--- src/rtl/lif_neuron_ref_if.sv ---
// Neuron port bundle: per-timestep synaptic inputs and the neuron's registered outputs.
// The network side uses the master modport and the neuron uses the slave modport.
interface lif_neuron_ref_if #(
  parameter int S  = 8,
  parameter int WW = 5,
  parameter int VW = 8
);
  logic              tick;
  logic [S-1:0]      syn_spike;
  logic [S*WW-1:0]   syn_weight;
  logic              force_spike;
  logic              spike;
  logic [VW-1:0]     v_mem;
  logic              refractory;

  modport master (
    output tick, syn_spike, syn_weight, force_spike,
    input  spike, v_mem, refractory
  );

  modport slave (
    input  tick, syn_spike, syn_weight, force_spike,
    output spike, v_mem, refractory
  );
endinterface

--- src/rtl/lif_neuron_ref.sv ---
// Leaky integrate-and-fire neuron with signed synapses, an optional registered adder stage
// and an absolute refractory period counted in timesteps.
module lif_neuron_ref #(
  parameter int S      = 8,
  parameter int WW     = 5,
  parameter int VW     = 8,
  parameter int V_TH   = 14,
  parameter int V_REST = 6,
  parameter int V_LEAK = 1,
  parameter int K_SYN  = 1,
  parameter int T_REF  = 2,
  parameter int PIPE   = 1
) (
  input  logic            clk,
  input  logic            reset,
  lif_neuron_ref_if.slave bus
);
  localparam int AW = WW + $clog2(S) + 1;
  localparam int EW = VW + AW + 2;
  localparam int RW = (T_REF > 0) ? $clog2(T_REF + 1) : 1;

  localparam logic signed [EW-1:0] C_TH   = EW'(V_TH);
  localparam logic signed [EW-1:0] C_LEAK = EW'(V_LEAK);
  localparam logic signed [EW-1:0] C_K    = EW'(K_SYN);
  localparam logic [VW-1:0]        C_REST = VW'(V_REST);
  localparam logic [RW-1:0]        C_TREF = RW'(T_REF);

  if ((V_TH <= V_REST) || (V_TH > ((2 ** VW) - 1))) begin : g_param_check
    $error("lif_neuron_ref: V_TH must satisfy V_REST < V_TH <= 2^VW-1");
  end

  typedef enum logic [0:0] {
    ST_INTEGRATE = 1'b0,
    ST_REFRACT   = 1'b1
  } state_t;

  logic signed [AW-1:0] w_sum;
  logic signed [AW-1:0] w_sum_use;
  logic                 w_force_use;
  logic                 w_upd;
  logic signed [EW-1:0] w_v_nxt;

  state_t        r_state, w_state_nxt;
  logic [VW-1:0] r_v_mem, w_v_mem_nxt;
  logic [RW-1:0] r_ref_cnt, w_ref_cnt_nxt;
  logic          w_fire;
  logic          r_spike;
  logic          r_refr;

  // Signed sum of the weights of all synapses that spiked this timestep.
  always_comb begin
    w_sum = '0;
    for (int j = 0; j < S; j++) begin
      if (bus.syn_spike[j]) begin
        w_sum = w_sum + AW'($signed(bus.syn_weight[j*WW +: WW]));
      end else begin
        w_sum = w_sum;
      end
    end
  end

  if (PIPE != 0) begin : g_pipe
    logic signed [AW-1:0] r_sum_q;
    logic                 r_force_q;
    logic                 r_upd;

    // Adder stage: capture the tick's operands; reset drops any tick in flight.
    always_ff @(posedge clk) begin
      if (!reset) begin
        r_sum_q   <= '0;
        r_force_q <= 1'b0;
        r_upd     <= 1'b0;
      end else begin
        r_upd <= bus.tick;
        if (bus.tick) begin
          r_sum_q   <= w_sum;
          r_force_q <= bus.force_spike;
        end else begin
          r_sum_q   <= r_sum_q;
          r_force_q <= r_force_q;
        end
      end
    end

    assign w_sum_use   = r_sum_q;
    assign w_force_use = r_force_q;
    assign w_upd       = r_upd;
  end else begin : g_comb
    assign w_sum_use   = w_sum;
    assign w_force_use = bus.force_spike;
    assign w_upd       = bus.tick;
  end

  // Wide enough that neither the gain product nor the leak can wrap.
  assign w_v_nxt = $signed({{(EW-VW){1'b0}}, r_v_mem}) + (C_K * EW'(w_sum_use)) - C_LEAK;

  // Next-state logic for the integrate/refractory machine.
  always_comb begin
    w_state_nxt   = r_state;
    w_v_mem_nxt   = r_v_mem;
    w_ref_cnt_nxt = r_ref_cnt;
    w_fire        = 1'b0;
    if (w_upd) begin
      case (r_state)
        ST_INTEGRATE: begin
          if (w_force_use || (w_v_nxt >= C_TH)) begin
            w_fire      = 1'b1;
            w_v_mem_nxt = C_REST;
            if (T_REF > 0) begin
              w_ref_cnt_nxt = C_TREF;
              w_state_nxt   = ST_REFRACT;
            end else begin
              w_ref_cnt_nxt = '0;
              w_state_nxt   = ST_INTEGRATE;
            end
          end else if (w_v_nxt[EW-1]) begin
            w_v_mem_nxt = '0;
          end else begin
            w_v_mem_nxt = w_v_nxt[VW-1:0];
          end
        end
        ST_REFRACT: begin
          w_v_mem_nxt = C_REST;
          if (w_force_use) begin
            w_fire        = 1'b1;
            w_ref_cnt_nxt = C_TREF;
          end else if (r_ref_cnt <= RW'(1)) begin
            w_ref_cnt_nxt = '0;
            w_state_nxt   = ST_INTEGRATE;
          end else begin
            w_ref_cnt_nxt = r_ref_cnt - RW'(1);
          end
        end
        default: begin
          w_state_nxt   = ST_INTEGRATE;
          w_v_mem_nxt   = C_REST;
          w_ref_cnt_nxt = '0;
        end
      endcase
    end else begin
      w_state_nxt = r_state;
    end
  end

  // State, membrane and output registers; refractory tracks the state register exactly.
  always_ff @(posedge clk) begin
    if (!reset) begin
      r_state   <= ST_INTEGRATE;
      r_v_mem   <= C_REST;
      r_ref_cnt <= '0;
      r_spike   <= 1'b0;
      r_refr    <= 1'b0;
    end else begin
      r_state   <= w_state_nxt;
      r_v_mem   <= w_v_mem_nxt;
      r_ref_cnt <= w_ref_cnt_nxt;
      r_spike   <= w_fire;
      r_refr    <= (w_state_nxt == ST_REFRACT);
    end
  end

  assign bus.spike      = r_spike;
  assign bus.v_mem      = r_v_mem;
  assign bus.refractory = r_refr;
endmodule

--- src/flat_wrapper.sv ---
// flat-port wrapper written by rule: the top's interface ports become plain ports
module lif_neuron_ref_flat 
#(
  parameter int S      = 8,
  parameter int WW     = 5,
  parameter int VW     = 8,
  parameter int V_TH   = 14,
  parameter int V_REST = 6,
  parameter int V_LEAK = 1,
  parameter int K_SYN  = 1,
  parameter int T_REF  = 2,
  parameter int PIPE   = 1
)
  (clk, reset, bus_tick, bus_syn_spike, bus_syn_weight, bus_force_spike, bus_spike, bus_v_mem, bus_refractory);
  lif_neuron_ref_if #(.S(S), .WW(WW), .VW(VW)) bus_i ();
  input  logic clk;
  input  logic reset;
  input wire logic [$bits(bus_i.tick)-1:0] bus_tick;
  input wire logic [$bits(bus_i.syn_spike)-1:0] bus_syn_spike;
  input wire logic [$bits(bus_i.syn_weight)-1:0] bus_syn_weight;
  input wire logic [$bits(bus_i.force_spike)-1:0] bus_force_spike;
  output wire logic [$bits(bus_i.spike)-1:0] bus_spike;
  output wire logic [$bits(bus_i.v_mem)-1:0] bus_v_mem;
  output wire logic [$bits(bus_i.refractory)-1:0] bus_refractory;
  assign bus_i.tick = bus_tick;
  assign bus_i.syn_spike = bus_syn_spike;
  assign bus_i.syn_weight = bus_syn_weight;
  assign bus_i.force_spike = bus_force_spike;
  assign bus_spike = bus_i.spike;
  assign bus_v_mem = bus_i.v_mem;
  assign bus_refractory = bus_i.refractory;
  lif_neuron_ref #(.S(S), .WW(WW), .VW(VW), .V_TH(V_TH), .V_REST(V_REST), .V_LEAK(V_LEAK), .K_SYN(K_SYN), .T_REF(T_REF), .PIPE(PIPE)) u_core (.clk(clk), .reset(reset), .bus(bus_i));
endmodule
--- config.mk ---
export PLATFORM = sky130hd
export DESIGN_NAME = lif_neuron_ref_flat
export DESIGN_NICKNAME = d
export VERILOG_FILES = /design/src/rtl/lif_neuron_ref_if.sv /design/src/rtl/lif_neuron_ref.sv /design/src/flat_wrapper.sv
export SDC_FILE = /design/constraint.sdc
export NUM_CORES = 1
export LEC_CHECK = 0
export ABC_AREA = 1
export ABC_CLOCK_PERIOD_IN_PS = 8250
export CAP_MARGIN = 20
export CORE_UTILIZATION = 45
export CTS_BUF_LIST = sky130_fd_sc_hd__clkbuf_4 sky130_fd_sc_hd__clkbuf_8
export CTS_CLUSTER_DIAMETER = 60
export DETAILED_ROUTE_END_ITERATION = 10
export GPL_TIMING_DRIVEN = 0
export PLACE_DENSITY = 0.7
export SYNTH_ARGS = -nofsm -noshare
export SYNTH_HDL_FRONTEND = slang
export SYNTH_SLANG_ARGS = --single-unit
--- constraint.sdc ---
create_clock -name clk -period 8.25 [get_ports clk]
set_input_delay 1.2375 -clock clk [delete_from_list [all_inputs] [get_ports clk]]
set_output_delay 1.2375 -clock clk [all_outputs]
set_load 0.01 [all_outputs]
## Word level (Yosys, flattened, before mapping)

Cells that the tools add are included.

- $add $sub $neg: 10
- Magnitude comparators: 2
- Equal/unequal tests: 1
- Muxes and demuxes: 21
- Bitwise logic cells: 1
- Reduce and logical (&&, ||, !) cells: 3

Operators by type and width:

| kind | count |
|---|---|
| 2-to-1 mux 9 bit | 8 |
| adder 9 x 5 -> 9 bit | 7 |
| greater-or-equal comparator 19 x 5 -> 1 bit (second input constant) | 1 |
| subtractor 19 x 2 -> 19 bit (second input constant) | 1 |
| 2-to-1 mux 8 bit | 2 |
| one-hot mux 8 bit (2 select lines) | 1 |
| adder 9 x 9 -> 10 bit | 1 |
| 2-to-1 mux 2 bit | 3 |
| 2-to-1 mux 1 bit | 4 |
| one-hot mux 1 bit (2 select lines) | 2 |
| one-hot mux 2 bit (2 select lines) | 1 |
| AND reduction 2 bit | 2 |
| less-or-equal comparator 2 x 1 -> 1 bit (second input constant) | 1 |
| != test 2 x 1 -> 1 bit (second input constant) | 1 |
| subtractor 2 x 1 -> 2 bit (second input constant) | 1 |
| logical OR 1 bit | 1 |
| inverter 1 bit | 1 |

- Flip-flop bits (word level): 23
- Input port bits: 52
- Output and inout bits: 10
- Logic and storage cells: 45

## Depth between registers and ports, before layout

- Word-level depth: 15
- Mapped depth: 60
- Gate-level depth less buffers: 60

## Least setup slack after synthesis

OpenSTA, ideal clock, no wires.

- Path type: input to register
- Start point: input port bus_syn_weight[0]
- End point: register u_core.g_pipe.r_sum_q[8]
- Library setup time: 109 ps
- Data arrival time: 7,982 ps
- Data required time: 8,141 ps
- Path slack: 159 ps
- Stages on the path: 56
- Buffers on the path: 0
- Cells stage by stage: nand2_1 inv_1 ha_1 ha_1 inv_1 nand2_1 nand3_1 nand2_1 fa_1 o21ai_0 inv_1 ha_1 inv_1 o21bai_1 nand3b_1 xnor2_1 nand2_1 and2_1 [20 not listed] xor2_1 nand2_1 nand2_1 inv_1 ha_1 nand2_1 inv_1 nand4_1 nand3_1 o21ai_0 nor2_1 or2_2 nand3_1 nand2_1 nand3_1 nand3_1 nand2_1 inv_1

- Cells in the longest elaborated chain, start to end: 15

RTL lines:

| item | RTL line | RTL |
|---|---|---|
| start: declaration | flat_wrapper.sv:20 | `input wire logic [$bits(bus_i.syn_weight)-1:0] bus_syn_weight;` |
| 2-to-1 mux 9 bit (*) | lif_neuron_ref.sv:54 | `if (bus.syn_spike[j]) begin` |
| adder 9 x 5 -> 9 bit | lif_neuron_ref.sv:55 | `w_sum = w_sum + AW'($signed(bus.syn_weight[j*WW +: WW]));` |
| 2-to-1 mux 9 bit (*) | lif_neuron_ref.sv:54 |  |
| adder 9 x 5 -> 9 bit | lif_neuron_ref.sv:55 |  |
| 2-to-1 mux 9 bit (*) | lif_neuron_ref.sv:54 |  |
| adder 9 x 5 -> 9 bit | lif_neuron_ref.sv:55 |  |
| 2-to-1 mux 9 bit (*) | lif_neuron_ref.sv:54 |  |
| adder 9 x 5 -> 9 bit | lif_neuron_ref.sv:55 |  |
| 2-to-1 mux 9 bit (*) | lif_neuron_ref.sv:54 |  |
| adder 9 x 5 -> 9 bit | lif_neuron_ref.sv:55 |  |
| 2-to-1 mux 9 bit (*) | lif_neuron_ref.sv:54 |  |
| adder 9 x 5 -> 9 bit | lif_neuron_ref.sv:55 |  |
| 2-to-1 mux 9 bit (*) | lif_neuron_ref.sv:54 |  |
| adder 9 x 5 -> 9 bit | lif_neuron_ref.sv:55 |  |
| 2-to-1 mux 9 bit (*) | lif_neuron_ref.sv:54 |  |
| end signal: assignment | lif_neuron_ref.sv:76 | `r_sum_q <= w_sum;` |
| end signal: assignment | lif_neuron_ref.sv:79 | `r_sum_q <= r_sum_q;` |
| end: declaration | lif_neuron_ref.sv:63 | `logic signed [AW-1:0] r_sum_q;` |

Every way passes the cells marked *; elsewhere a longest branch is shown, timed or not.
A chain may end at the register's enable or synchronous reset.

## Worst setup path after layout

- Start point: input port bus_syn_spike[0]
- End point: register u_core.g_pipe.r_sum_q[7]

- Cells in the longest elaborated chain, start to end: 15

RTL lines:

| item | RTL line | RTL |
|---|---|---|
| start: declaration | flat_wrapper.sv:19 | `input wire logic [$bits(bus_i.syn_spike)-1:0] bus_syn_spike;` |
| 2-to-1 mux 9 bit (*) | lif_neuron_ref.sv:54 |  |
| adder 9 x 5 -> 9 bit | lif_neuron_ref.sv:55 |  |
| 2-to-1 mux 9 bit (*) | lif_neuron_ref.sv:54 |  |
| adder 9 x 5 -> 9 bit | lif_neuron_ref.sv:55 |  |
| 2-to-1 mux 9 bit (*) | lif_neuron_ref.sv:54 |  |
| adder 9 x 5 -> 9 bit | lif_neuron_ref.sv:55 |  |
| 2-to-1 mux 9 bit (*) | lif_neuron_ref.sv:54 |  |
| adder 9 x 5 -> 9 bit | lif_neuron_ref.sv:55 |  |
| 2-to-1 mux 9 bit (*) | lif_neuron_ref.sv:54 |  |
| adder 9 x 5 -> 9 bit | lif_neuron_ref.sv:55 |  |
| 2-to-1 mux 9 bit (*) | lif_neuron_ref.sv:54 |  |
| adder 9 x 5 -> 9 bit | lif_neuron_ref.sv:55 |  |
| 2-to-1 mux 9 bit (*) | lif_neuron_ref.sv:54 |  |
| adder 9 x 5 -> 9 bit | lif_neuron_ref.sv:55 |  |
| 2-to-1 mux 9 bit (*) | lif_neuron_ref.sv:54 |  |

Marked as above.

==> metrics.md <==
| Metric | Value |
|---|---|
| Hold Crit Start | `u_core.bus.v_mem[6]$_SDFFE_PN0P_` |
| Reg-to-reg endpoint | `u_core.bus.v_mem[3]$_SDFFE_PN0P_` |
| Skew-Pair Late Insertion Delay | `260 ps` |
| Filler cells | `870` |
| Status | `finished, final reports clean` |
| Initial Util | `46.52%` |
| FF-to-FF setup slack | `5430 ps` |
| Worst hold endpoint | `u_core.bus.v_mem[6]$_SDFFE_PN0P_` |
| Row Count | `36` |
| Critical path capture point type | `flop` |
| Final Hold Vio Count | `0` |
| R2R cell count | `17` |
| Crit share post-route | `97.02%` |
| GRT Overall Usage | `23.27%` |
| Met3 WL | `332 um` |
| Number of DRC markers in iteration 0 | `140` |
| Leading area contributor after synthesis | `nand2_1` |
| Skew final | `4.072 ps` |
| Synth unique cells | `42` |
| Synth Register Bits | `23` |
| IO Port Bufs | `60` |
| Gate Count Post-Synth | `758` |
| Die Y | `102.5 um` |
| Post-Syn Area per Cell | `5.998 um2` |
| First-pass GRT wire length | `20060 um` |
| Delay-heaviest family, CP | `buffers and inverters` |
| ANT nets after route | `0` |
| Routed len/inst | `12.58 um` |
| Buffers and inverters on the worst path | `21` |
| Largest net degree at the start of global routing | `13` |
| Crit path depth | `56` |
| Area contributors post-synth | `nand2_1 18%, ha_1 17%, dfxtp_1 10%` |
| Final nets | `990` |
| Final Setup Violations | `0` |
| Critical path class | `in2reg` |
| Fin crit period | `8004 ps` |
| DPL Wire Length | `9579 um` |
| Met1 WL | `5725 um` |
| Static Leak | `3.143 nW` |
| Critical path's most frequent cell | `buf_4` |
| Hold slack final | `471.4 ps` |
| Share of layout cells above drive strength 1 | `20.67%` |
| Crit path launch type | `input port` |
| Uppermost layer routed | `met4` |
| Clock transition at path regs | `70 ps` |
| DRC Markers | `0` |
| Met2 wire length | `6285 um` |
| Critical Path AT | `8200 ps` |
| Vias | `5173` |
| Post-synth net total | `881` |
| Max-cap violations | `0` |
| Total grt overflow | `0` |
| Gpl congestion | `0.9175` |
| CP peak stage delay | `440 ps` |
| Drt pass-1 iters | `5` |
| Ant. Diodes | `0` |
| H-Tree Depth | `1` |
| Hold Crit Depth | `2` |
| DIE WIDTH | `102.5 um` |
| DRT Wirelength | `12570 um` |
| P per Cell Area | `195.9 nW/um2` |
| IO Pins | `62` |
| Seq/Total Area, Yosys | `10.13%` |
| VDD IR max | `128.8 uV` |
| CP Max Fanout | `6` |
| Worst-case clock buffer depth | `2` |
| Core Footprint | `9774 um2` |
| Post-synth top area share | `18.24%` |
| Ys async rst share | `0%` |
| P&R area growth vs syn | `38.08%` |
| Hold Crit Class | `reg2reg` |
| CP required | `8440 ps` |
| Critical-path top delay cell | `fa_1` |
| Synth Flop Type | `dfxtp_1` |
| CTS Buf Count | `3` |
| Slew @ Worst Pin | `507.4 ps` |
| Multi-input logic area | `4180 um2` |
| Reg area | `460.4 um2` |
| Root buf cell | `clkbuf_8` |
| Synth Warn # | `0` |
| Fmax | `124.9 MHz` |
| Count of flip-flops with a built-in enable after synthesis | `0` |
| Mapped Area | `4547 um2` |
| CTS tree | `built` |
| Unrepaired setup endpoints after global routing | `true` |
| R2R Path Start | `u_core.bus.v_mem[0]$_SDFFE_PN0P_` |
| Number of global-route vias before repair | `4717` |
| Initial antenna violation count | `0` |
| Fin. max-slew vios | `0` |
| Relative slew slack | `66.07%` |
| Die ar. | `10510 um2` |
| TritonCTS Sinks | `23` |
| Final core utilization | `64.23%` |
| DR vias/cell | `5.178` |
registers in the layout (all words and copies together) (netlist names):
name                     count
u_core.bus.spike             1
u_core.bus.v_mem             8
u_core.g_pipe.r_force_q      1
u_core.g_pipe.r_sum_q        9
u_core.g_pipe.r_upd          1
u_core.r_ref_cnt             2
u_core.r_state               1
worst reg2reg max path: stages (launching register included):
cell,delay [ps]
dfxtp_1,340
ha_1,250
fa_1,600
inv_1,70
ha_1,210
inv_1,90
nor2_4,50
nor2_1,130
a21oi_1,60
nand3_1,80
nand2_1,60
nor2_1,80
nand2_1,70
o21ai_2,240
nand3_4,140
clkinv_1,100
nand3_2,70
a21oi_2,110
logic make-up after synthesis:
family,after synthesis,synth area share [%]
AND/OR/NAND/NOR,387,37.89
buffers and inverters,127,10.48
AO/OA/AOI/OAI,126,15.44
adder cells (fa/ha/maj),71,20.86
XOR/XNOR,24,5.201
flip-flops,23,10.13
cell usage after synthesis, drive strengths merged (2+ instances only):
cell type,instances
a21boi,2
a21o,2
a21oi,50
a31oi,6
and2,9
clkbuf,8
clkinv,2
dfxtp,23
fa,8
ha,63
inv,116
nand2,227
nand3,80
nand3b,4
nand4,16
nor2,37
nor3,4
nor4,2
o211ai,4
o21a,4
o21ai,51
o21bai,4
or2,8
xnor2,5
xor2,19
cell type report:
type                    count  share of cell area (%)
repair buffers            104                   14.99
flip-flops and latches     23                   7.334
multi-input cells         608                   66.58
inverters                 118                   7.134
plain buffers               9                  0.5381
clock buffers               4                  0.7772
well taps                 133                   2.650
power by group:
| group | total (W) | leakage (nW) | switching, W | internal [W] |
|---|---|---|---|---|
| Clock | 0.0000699 | 0.0262 | 0.0000323 | 0.0000377 |
| Sequential | 0.000135 | 0.189 | 0.0000109 | 0.000124 |
| Combinational | 0.00103 | 2.93 | 0.000547 | 0.000478 |
metal layers:
| layer | GRT usage (%) | vias up |
|---|---|---|
| li1 | - | 2716 |
| met3 | 1.356 | 18 |
| met1 | 29.51 | 2341 |
| met5 | 0 | - |
| met4 | 7.033 | 0 |
| met2 | 42.15 | 98 |
metrics by stage:
step	total power, W	setup slack (ps)	TNS (ps)	cell area [um2]	cells
global route	0.001354	-113.3	-142.6	6279	999
global placement	0.0008628	-1163	-2320	5314	951
floorplan	0.0007183	158.9	0	4547	758
finish	0.001230	246.1	0	6279	999
detailed placement	0.0008815	-1312	-2921	5314	951
CTS	0.001147	2.136	0	6030	994
cells in the final DEF (no fill, tap or decap), types with 17 or more instances in the layout:
cell             instances
nand2_1                199
inv_1                   98
nand3_1                 65
clkdlybuf4s50_1         50
buf_4                   44
a21oi_1                 42
ha_1                    36
nor2_1                  33
o21ai_0                 31
ha_4                    26
dfxtp_1                 23
nand2_2                 22
xor2_1                  17
repair_timing:
item,4_1_cts,5_1_grt
hold buffers,0,0
pin swaps,31,54
resized for setup,77,69
cloned,0,0
setup endpoints to repair,3,3
buffers inserted,40,6
worst max-delay path by stage:
stage / to / from
after global placement: u_core.g_pipe.r_sum_q[8]$_SDFFE_PN0P_ / bus_syn_spike[0]
after floorplan: u_core.g_pipe.r_sum_q[8]$_SDFFE_PN0P_ / bus_syn_weight[0]
after detailed placement: u_core.g_pipe.r_sum_q[8]$_SDFFE_PN0P_ / bus_syn_spike[0]
after global routing: u_core.g_pipe.r_sum_q[8]$_SDFFE_PN0P_ / bus_syn_weight[1]
final: u_core.g_pipe.r_sum_q[7]$_SDFFE_PN0P_ / bus_syn_spike[0]
after CTS: u_core.g_pipe.r_sum_q[8]$_SDFFE_PN0P_ / bus_syn_weight[0]
Note: power is estimated with default switching activity, not from simulation.
